## src/rtl/mips_pkg.sv

```systemverilog
// Shared definitions for the decode-stage branch logic.
//   Branch_D codes (3 bits), FSM state encoding for the branch sequencer,
//   and default widths for the statistics counters and register specifiers.
package mips_pkg;

    localparam logic [2:0] BR_NONE = 3'b000;
    localparam logic [2:0] BR_BLTZ = 3'b001;
    localparam logic [2:0] BR_BGEZ = 3'b010;
    localparam logic [2:0] BR_BEQ  = 3'b011;
    localparam logic [2:0] BR_BNE  = 3'b100;
    localparam logic [2:0] BR_BLEZ = 3'b101;
    localparam logic [2:0] BR_BGTZ = 3'b110;
    localparam logic [2:0] BR_RSVD = 3'b111;

    localparam int unsigned CNT_W_DEF = 16;
    localparam int unsigned REG_W_DEF = 5;

    typedef enum logic [1:0] {
        ST_IDLE    = 2'b00,
        ST_STALL1  = 2'b01,
        ST_RESOLVE = 2'b10
    } br_state_e;

    // Codes 001..110 are real branches; 000 and 111 are not.
    function automatic logic is_branch(input logic [2:0] code);
        return (code != BR_NONE) && (code != BR_RSVD);
    endfunction

    // Only the two-register compares read rt.
    function automatic logic uses_rt(input logic [2:0] code);
        return (code == BR_BEQ) || (code == BR_BNE);
    endfunction

endpackage

```

## src/rtl/branch_hazard_detect.sv

```systemverilog
// Combinational RAW-hazard check for the early-branch comparator operands.
//   branch_d            : branch code in decode
//   rs_d / rt_d         : branch operand registers
//   ex_* / mem_*        : write-back intent of the EX and MEM stage instructions
//   need_o              : stall cycles required (0, 1 or 2)
//   fwd_a_d / fwd_b_d   : take operand A / B from the MEM-stage ALU result
module branch_hazard_detect
    import mips_pkg::*;
#(
    parameter int unsigned REG_W = REG_W_DEF
) (
    input  logic [2:0]       branch_d,
    input  logic [REG_W-1:0] rs_d,
    input  logic [REG_W-1:0] rt_d,
    input  logic             ex_regwrite,
    input  logic             ex_memtoreg,
    input  logic [REG_W-1:0] ex_wreg,
    input  logic             mem_regwrite,
    input  logic             mem_memtoreg,
    input  logic [REG_W-1:0] mem_wreg,
    output logic [1:0]       need_o,
    output logic             fwd_a_d,
    output logic             fwd_b_d
);

    logic rt_used;
    logic m_ex;
    logic m_mem;
    logic mem_a_hit;
    logic mem_b_hit;

    always_comb begin
        rt_used   = uses_rt(branch_d);
        // Register 0 is hard-wired, so a write to it never creates a hazard.
        m_ex      = ex_regwrite && (ex_wreg != '0) &&
                    ((ex_wreg == rs_d) || (rt_used && (ex_wreg == rt_d)));
        mem_a_hit = mem_regwrite && (mem_wreg != '0) && (mem_wreg == rs_d);
        mem_b_hit = mem_regwrite && (mem_wreg != '0) && rt_used && (mem_wreg == rt_d);
        m_mem     = mem_a_hit || mem_b_hit;

        // EX-stage producer is the younger one, so its latency decides.
        need_o = 2'd0;
        if (m_ex) begin
            need_o = ex_memtoreg ? 2'd2 : 2'd1;
        end else if (m_mem && mem_memtoreg) begin
            need_o = 2'd1;
        end

        fwd_a_d = mem_a_hit && !mem_memtoreg;
        fwd_b_d = mem_b_hit && !mem_memtoreg;
    end

endmodule

```

## src/rtl/branch_resolve_ctrl.sv

```systemverilog
// Decode-stage sequencer for the early-branch comparator.
//   Stalls IF/ID and bubbles EX while a branch operand is still in flight,
//   selects MEM->D forwarding, gates the comparator result into pcsrc_d and
//   flushes IF/ID on a taken branch. Keeps wrap-around statistics counters.
// Ports:
//   clk, rst (async, active-high)
//   branch_d, rs_d, rt_d, br_taken_d                  : decode-stage branch
//   ex_regwrite, ex_memtoreg, ex_wreg                 : EX-stage producer
//   mem_regwrite, mem_memtoreg, mem_wreg              : MEM-stage producer
//   stat_clr                                          : clear statistics
//   stall_f, stall_d, flush_e, flush_d, fwd_a_d, fwd_b_d, pcsrc_d : control
//   branch_cnt, taken_cnt, stall_cnt                  : statistics
module branch_resolve_ctrl
    import mips_pkg::*;
#(
    parameter int unsigned CNT_W = CNT_W_DEF,
    parameter int unsigned REG_W = REG_W_DEF
) (
    input  logic             clk,
    input  logic             rst,
    input  logic [2:0]       branch_d,
    input  logic [REG_W-1:0] rs_d,
    input  logic [REG_W-1:0] rt_d,
    input  logic             br_taken_d,
    input  logic             ex_regwrite,
    input  logic             ex_memtoreg,
    input  logic [REG_W-1:0] ex_wreg,
    input  logic             mem_regwrite,
    input  logic             mem_memtoreg,
    input  logic [REG_W-1:0] mem_wreg,
    input  logic             stat_clr,
    output logic             stall_f,
    output logic             stall_d,
    output logic             flush_e,
    output logic             flush_d,
    output logic             fwd_a_d,
    output logic             fwd_b_d,
    output logic             pcsrc_d,
    output logic [CNT_W-1:0] branch_cnt,
    output logic [CNT_W-1:0] taken_cnt,
    output logic [CNT_W-1:0] stall_cnt
);

    br_state_e        state_q, state_d;
    logic [1:0]       need;
    logic             fwd_a_raw;
    logic             fwd_b_raw;
    logic             is_br;
    logic             stall;
    logic             resolving;
    logic             taken;
    logic [CNT_W-1:0] branch_cnt_q, branch_cnt_d;
    logic [CNT_W-1:0] taken_cnt_q, taken_cnt_d;
    logic [CNT_W-1:0] stall_cnt_q, stall_cnt_d;

    branch_hazard_detect #(
        .REG_W (REG_W)
    ) u_hazard (
        .branch_d     (branch_d),
        .rs_d         (rs_d),
        .rt_d         (rt_d),
        .ex_regwrite  (ex_regwrite),
        .ex_memtoreg  (ex_memtoreg),
        .ex_wreg      (ex_wreg),
        .mem_regwrite (mem_regwrite),
        .mem_memtoreg (mem_memtoreg),
        .mem_wreg     (mem_wreg),
        .need_o       (need),
        .fwd_a_d      (fwd_a_raw),
        .fwd_b_d      (fwd_b_raw)
    );

    // Outputs are combinational on the current state; rst forces them low
    // immediately so an in-progress stall is dropped without waiting a cycle.
    always_comb begin
        is_br     = is_branch(branch_d);
        stall     = !rst && (((state_q == ST_IDLE) && is_br && (need != 2'd0)) ||
                             (state_q == ST_STALL1));
        resolving = !rst && (((state_q == ST_IDLE) && is_br && (need == 2'd0)) ||
                             ((state_q == ST_RESOLVE) && is_br));
        taken     = resolving && br_taken_d;

        state_d = state_q;
        unique case (state_q)
            ST_IDLE: begin
                if (is_br && need[1]) begin
                    state_d = ST_STALL1;
                end else if (is_br && need[0]) begin
                    state_d = ST_RESOLVE;
                end
            end
            ST_STALL1:  state_d = ST_RESOLVE;
            ST_RESOLVE: state_d = ST_IDLE;
            default:    state_d = ST_IDLE;
        endcase

        branch_cnt_d = branch_cnt_q + {{(CNT_W-1){1'b0}}, resolving};
        taken_cnt_d  = taken_cnt_q  + {{(CNT_W-1){1'b0}}, taken};
        stall_cnt_d  = stall_cnt_q  + {{(CNT_W-1){1'b0}}, stall};
        if (stat_clr) begin
            branch_cnt_d = '0;
            taken_cnt_d  = '0;
            stall_cnt_d  = '0;
        end
    end

    always_ff @(posedge clk or posedge rst) begin
        if (rst) begin
            state_q      <= ST_IDLE;
            branch_cnt_q <= '0;
            taken_cnt_q  <= '0;
            stall_cnt_q  <= '0;
        end else begin
            state_q      <= state_d;
            branch_cnt_q <= branch_cnt_d;
            taken_cnt_q  <= taken_cnt_d;
            stall_cnt_q  <= stall_cnt_d;
        end
    end

    assign stall_f    = stall;
    assign stall_d    = stall;
    assign flush_e    = stall;
    assign pcsrc_d    = taken;
    assign flush_d    = taken;
    assign fwd_a_d    = fwd_a_raw && !rst;
    assign fwd_b_d    = fwd_b_raw && !rst;
    assign branch_cnt = branch_cnt_q;
    assign taken_cnt  = taken_cnt_q;
    assign stall_cnt  = stall_cnt_q;

endmodule
```

## config.mk

```make
export PLATFORM = sky130hd
export DESIGN_NAME = branch_resolve_ctrl
export DESIGN_NICKNAME = d
export VERILOG_FILES = /design/src/rtl/mips_pkg.sv /design/src/rtl/branch_hazard_detect.sv /design/src/rtl/branch_resolve_ctrl.sv
export SDC_FILE = /design/constraint.sdc
export NUM_CORES = 1
export LEC_CHECK = 0
export ABC_AREA = 1
export ABC_CLOCK_PERIOD_IN_PS = 2100
export BUFFER_PORTS_ARGS = -buffer_cell sky130_fd_sc_hd__buf_2
export CAP_MARGIN = 25
export CORE_MARGIN = 8
export CORE_UTILIZATION = 47
export DETAILED_ROUTE_END_ITERATION = 7
export PLACE_DENSITY_LB_ADDON = 0.3
export REMOVE_ABC_BUFFERS = 1
export SYNTH_ARGS = -nofsm -noshare
export SYNTH_HDL_FRONTEND = slang
export SYNTH_SLANG_ARGS = --single-unit
export TNS_END_PERCENT = 10
```

## constraint.sdc

```tcl
create_clock -name clk -period 2.1 [get_ports clk]
set_input_delay 0 -clock clk [delete_from_list [all_inputs] [get_ports clk]]
set_output_delay 0 -clock clk [all_outputs]
set_load 0.01 [all_outputs]
```

==> results by group <==
Run status
  • Result of the run: finished, violations left
  • Violated checks: negative setup slack

Cells and area
  • Area taken by multi-input logic gates: 1530 um^2
  • Number of filler instances in the final layout: 531
  • Area growth from synthesis to final layout: 31.8%
  • Antenna fix cells: 0
  • Finished layout cell area: 3820 um^2
  • Post-layout net count: 512
  • Register area: 1250 um^2
  • Count of non-filler cells in the finished layout: 551
  • Share of post-route cells with drive strength above 1: 36.3%

STA
  • Headroom to the max-slew limit: 54.5%
  • Post-route clock period utilization: 106%
  • Minimum period implied by the final worst setup slack: 2230 ps
  • Worst clock skew on the final layout: 12.8 ps
  • Peak clock frequency supported by timing: 447 MHz
  • Final hold violation count: 0
  • Setup slack of the critical path after layout: -135 ps
  • RSZ-0062 raised after global routing: true
  • Final max-slew violation count: 0
  • Least-Margin Pin Slew: 681 ps
  • Count of final setup violators: 8

Pwr
  • Switching power share of the total: 25.8%
  • Leakage: 2.12 nW
  • Power spent charging and discharging nets: 0.448 mW
  • Pwr/cell area: 455 nW/um^2
  • Internal power consumption: 1.29 mW
  • Peak ir drop on the vdd network: 247 uV
  • Share of total power in the clock network: 32.0%
  • Logic pwr share: 11.8%
  • Sequential cell fraction of total power: 56.2%

CTS
  • TritonCTS sink count: 50
  • Maximum buffer depth of the clock tree: 2
  • Clock Pin Slew Worst Setup and Hold Paths: 90 ps
  • Number of CTS-inserted buffers: 5
  • Total number of H-tree levels: 2
  • Clock root buffer master: clkbuf_8
  • CTS tree: yes
  • Insertion delay to the later sink of the worst-skew pair: 300 ps

GRT
  • Global-route wire length before repair: 11.7 mm
  • Number of antenna violations at the first check in global routing: 0
  • Largest net degree at the start of global routing: 29
  • Overall Global Routing Usage: 15.9%
  • Remaining Overflow, GRT: 0
  • Number of global-route vias before repair: 2702

Placed design
  • Half-perimeter wire length after detailed placement: 5.31 mm
  • Placed instance count: 530
  • Cell area after placement: 3540 um^2
  • Final GP Congestion: 0.820
  • Port Buffers: 85

Logic synthesis
  • Synthesis-stage register bit count: 50
  • Cell types occupying the most area after synthesis: dfrtp_1 43%, nand2_1 7.9%, nor2_1 6.3%, inv_1 4.9%, a21oi_1 4.8%
  • Post-synthesis average cell area: 8.12 um^2
  • Netlist area before placement: 2900 um^2
  • Post-synthesis cell type count: 29
  • Count of yosys warnings during synthesis: 0
  • Number of flops mapped to enable cells by yosys: 0
  • Share of flip-flops with an asynchronous set or reset after synthesis: 100%
  • Area share of the largest cell type after synthesis: 43.2%
  • Largest area contributor in the netlist: dfrtp_1
  • Portion of the post-synthesis area used by sequential elements: 43.2%
  • Post-synthesis instance total: 357
  • Leading register cell type out of synthesis: dfrtp_1

Detailed routing
  • Routed wire per std cell: 12.7 um
  • Number of optimization iterations in the first detailed-route pass: 4
  • Iter 0 DRT Violations: 99
  • Overall via count from detail_route: 2663
  • Number of antenna-violating nets in the routed design: 0
  • Sum of routed wire length over all layers: 6.97 mm
  • Post-detailed-route DRC marker count: 0
  • Average vias per placed instance: 4.83

Floorplan
  • Die extent in x: 94.5 um
  • Num ports: 86
  • Vert. Die Dim: 94.5 um
  • Die area: 8930 um^2
  • Floorplan row count: 28
  • Placeable core region: 5960 um^2
  • Starting density of the core: 48.7%

Critical path
  • Type of destination of the critical path: register
  • Worst setup path class: register to register
  • Data arrival time of the critical path: 2440 ps
  • Worst Setup Start Kind: register
  • WP data required: 2300 ps
  • CP Max Fanout: 3

Job
  • Number of violations of the max-capacitance limit: 0

Worst hold path
  • Hold/Removal Path Class: input port to register
-- layout by cell type (no fill, tap or decap), types with 8 or more instances in the layout --
master,Yosys,routed
buf_2,0,85
nand2_1,61,60
dfrtp_1,50,50
nor2_1,49,47
inv_1,38,37
buf_4,3,30
a21oi_1,28,26
o21ai_0,23,23
xor2_1,13,13
nor3_1,11,11
nand2_2,9,10
xnor2_1,9,9
nand3_1,10,8
inv_2,7,8
-- sequential cells by signal, indices dropped and copies added (netlist names) --
name        cells
state_q         2
branch_cnt     16
stall_cnt      16
taken_cnt      16
-- metal layers --
layer	vias up	global-route usage (%)	share of wire (%)
met2	59	27.6	50
met5	-	0	0
met1	1224	19.2	44
met4	0	5.20	1.2
li1	1374	-	-
met3	6	3.25	5.4
-- cells by family (layout without fill, tap and decap cells) --
| group | after synthesis | after routing | share of synthesized area, % |
|---|---|---|---|
| adders and majority gates | 6 | 6 | 2.59 |
| DFF | 50 | 50 | 43.2 |
| xor gates and xnor gates | 22 | 22 | 6.65 |
| and+or+nand+nor | 170 | 170 | 30.1 |
| AOI/OAI and AO/OA | 57 | 57 | 10.4 |
| buffers and inverters | 52 | 171 | 7.12 |
-- per-stage QoR --
step	setup slack, ps	TNS, ps	power [mW]	utilization [%]	hold slack, ps
2_1_floorplan	-372	-2880	1.10	-	50.7
3_3_place_gp	-265	-2500	1.19	59.5	109
3_5_place_dp	-339	-3540	1.20	59.5	113
4_1_cts	-85.5	-231	1.75	61.7	132
5_1_grt	-353	-5300	1.82	64.1	164
6_report	-135	-609	1.74	64.1	142
-- power groups by stage --
stage | clock, mW | combinational, mW | sequential, mW
floorplan | 0 | 0.0991 | 0.999
global placement | 0 | 0.194 | 0.997
detailed placement | 0 | 0.198 | 0.997
CTS | 0.573 | 0.203 | 0.978
global route | 0.611 | 0.234 | 0.980
finish | 0.557 | 0.204 | 0.978
-- timing repair --
item                       in CTS  in global routing
hold buffers                    2                  0
pin swaps                       1                 10
setup endpoints to repair       8                 27
gates resized for setup         3                 14
hold endpoints to repair       23                  0
buffers inserted                1                 10
-- final cells by class --
type / instances / share of cell area (%)
Inverter: 45 / 4.42
Timing Repair Buffer: 118 / 18.1
Clock inverter: 2 / 0.360
Sequential cell: 50 / 32.8
Clock buffer: 6 / 1.90
Tap cell: 75 / 2.46
Multi-Input combinational cell: 255 / 40.0
-- cells in the mapped netlist, types with 4 or more instances --
cell type	n
nand3_1	10
o21ai_0	23
inv_2	7
o21a_1	4
nand2_2	9
nor3b_2	4
a21oi_1	28
xnor2_1	9
dfrtp_1	50
inv_1	38
nor3_1	11
xor2_1	13
nor2_2	6
nor2_1	49
nor2_4	4
nand2_1	61
clkbuf_1	4
ha_1	6
-- worst paths after layout --
check	slack, ps	to	from	cells after the start
max	-130	stall_cnt[14]	state_q[0]	17
min in group asynchronous	340	stall_cnt[5]	rst	3
max reg2reg	-130	stall_cnt[14]	state_q[0]	17
max in group asynchronous	1230	branch_cnt[11]	rst	4
min reg2reg	490	state_q[0]	state_q[1]	1
min	140	state_q[1]	mem_memtoreg	5
-- worst max-delay path, stage by stage (launching register included) --
cell and delay [ps]:
dfrtp_1 390, nor2_1 80, inv_1 60, nor2_1 100
nand2_1 80, a21oi_2 190, ha_2 210, nand2_2 70
nor2_4 120, nand2_2 90, nor3_4 220, nand2_2 90
inv_2 80, nand2_4 60, nor2_4 140, nand3_2 70
nand2_1 60, nor2_1 50
No activity file was read; power rests on OpenSTA's default activity.
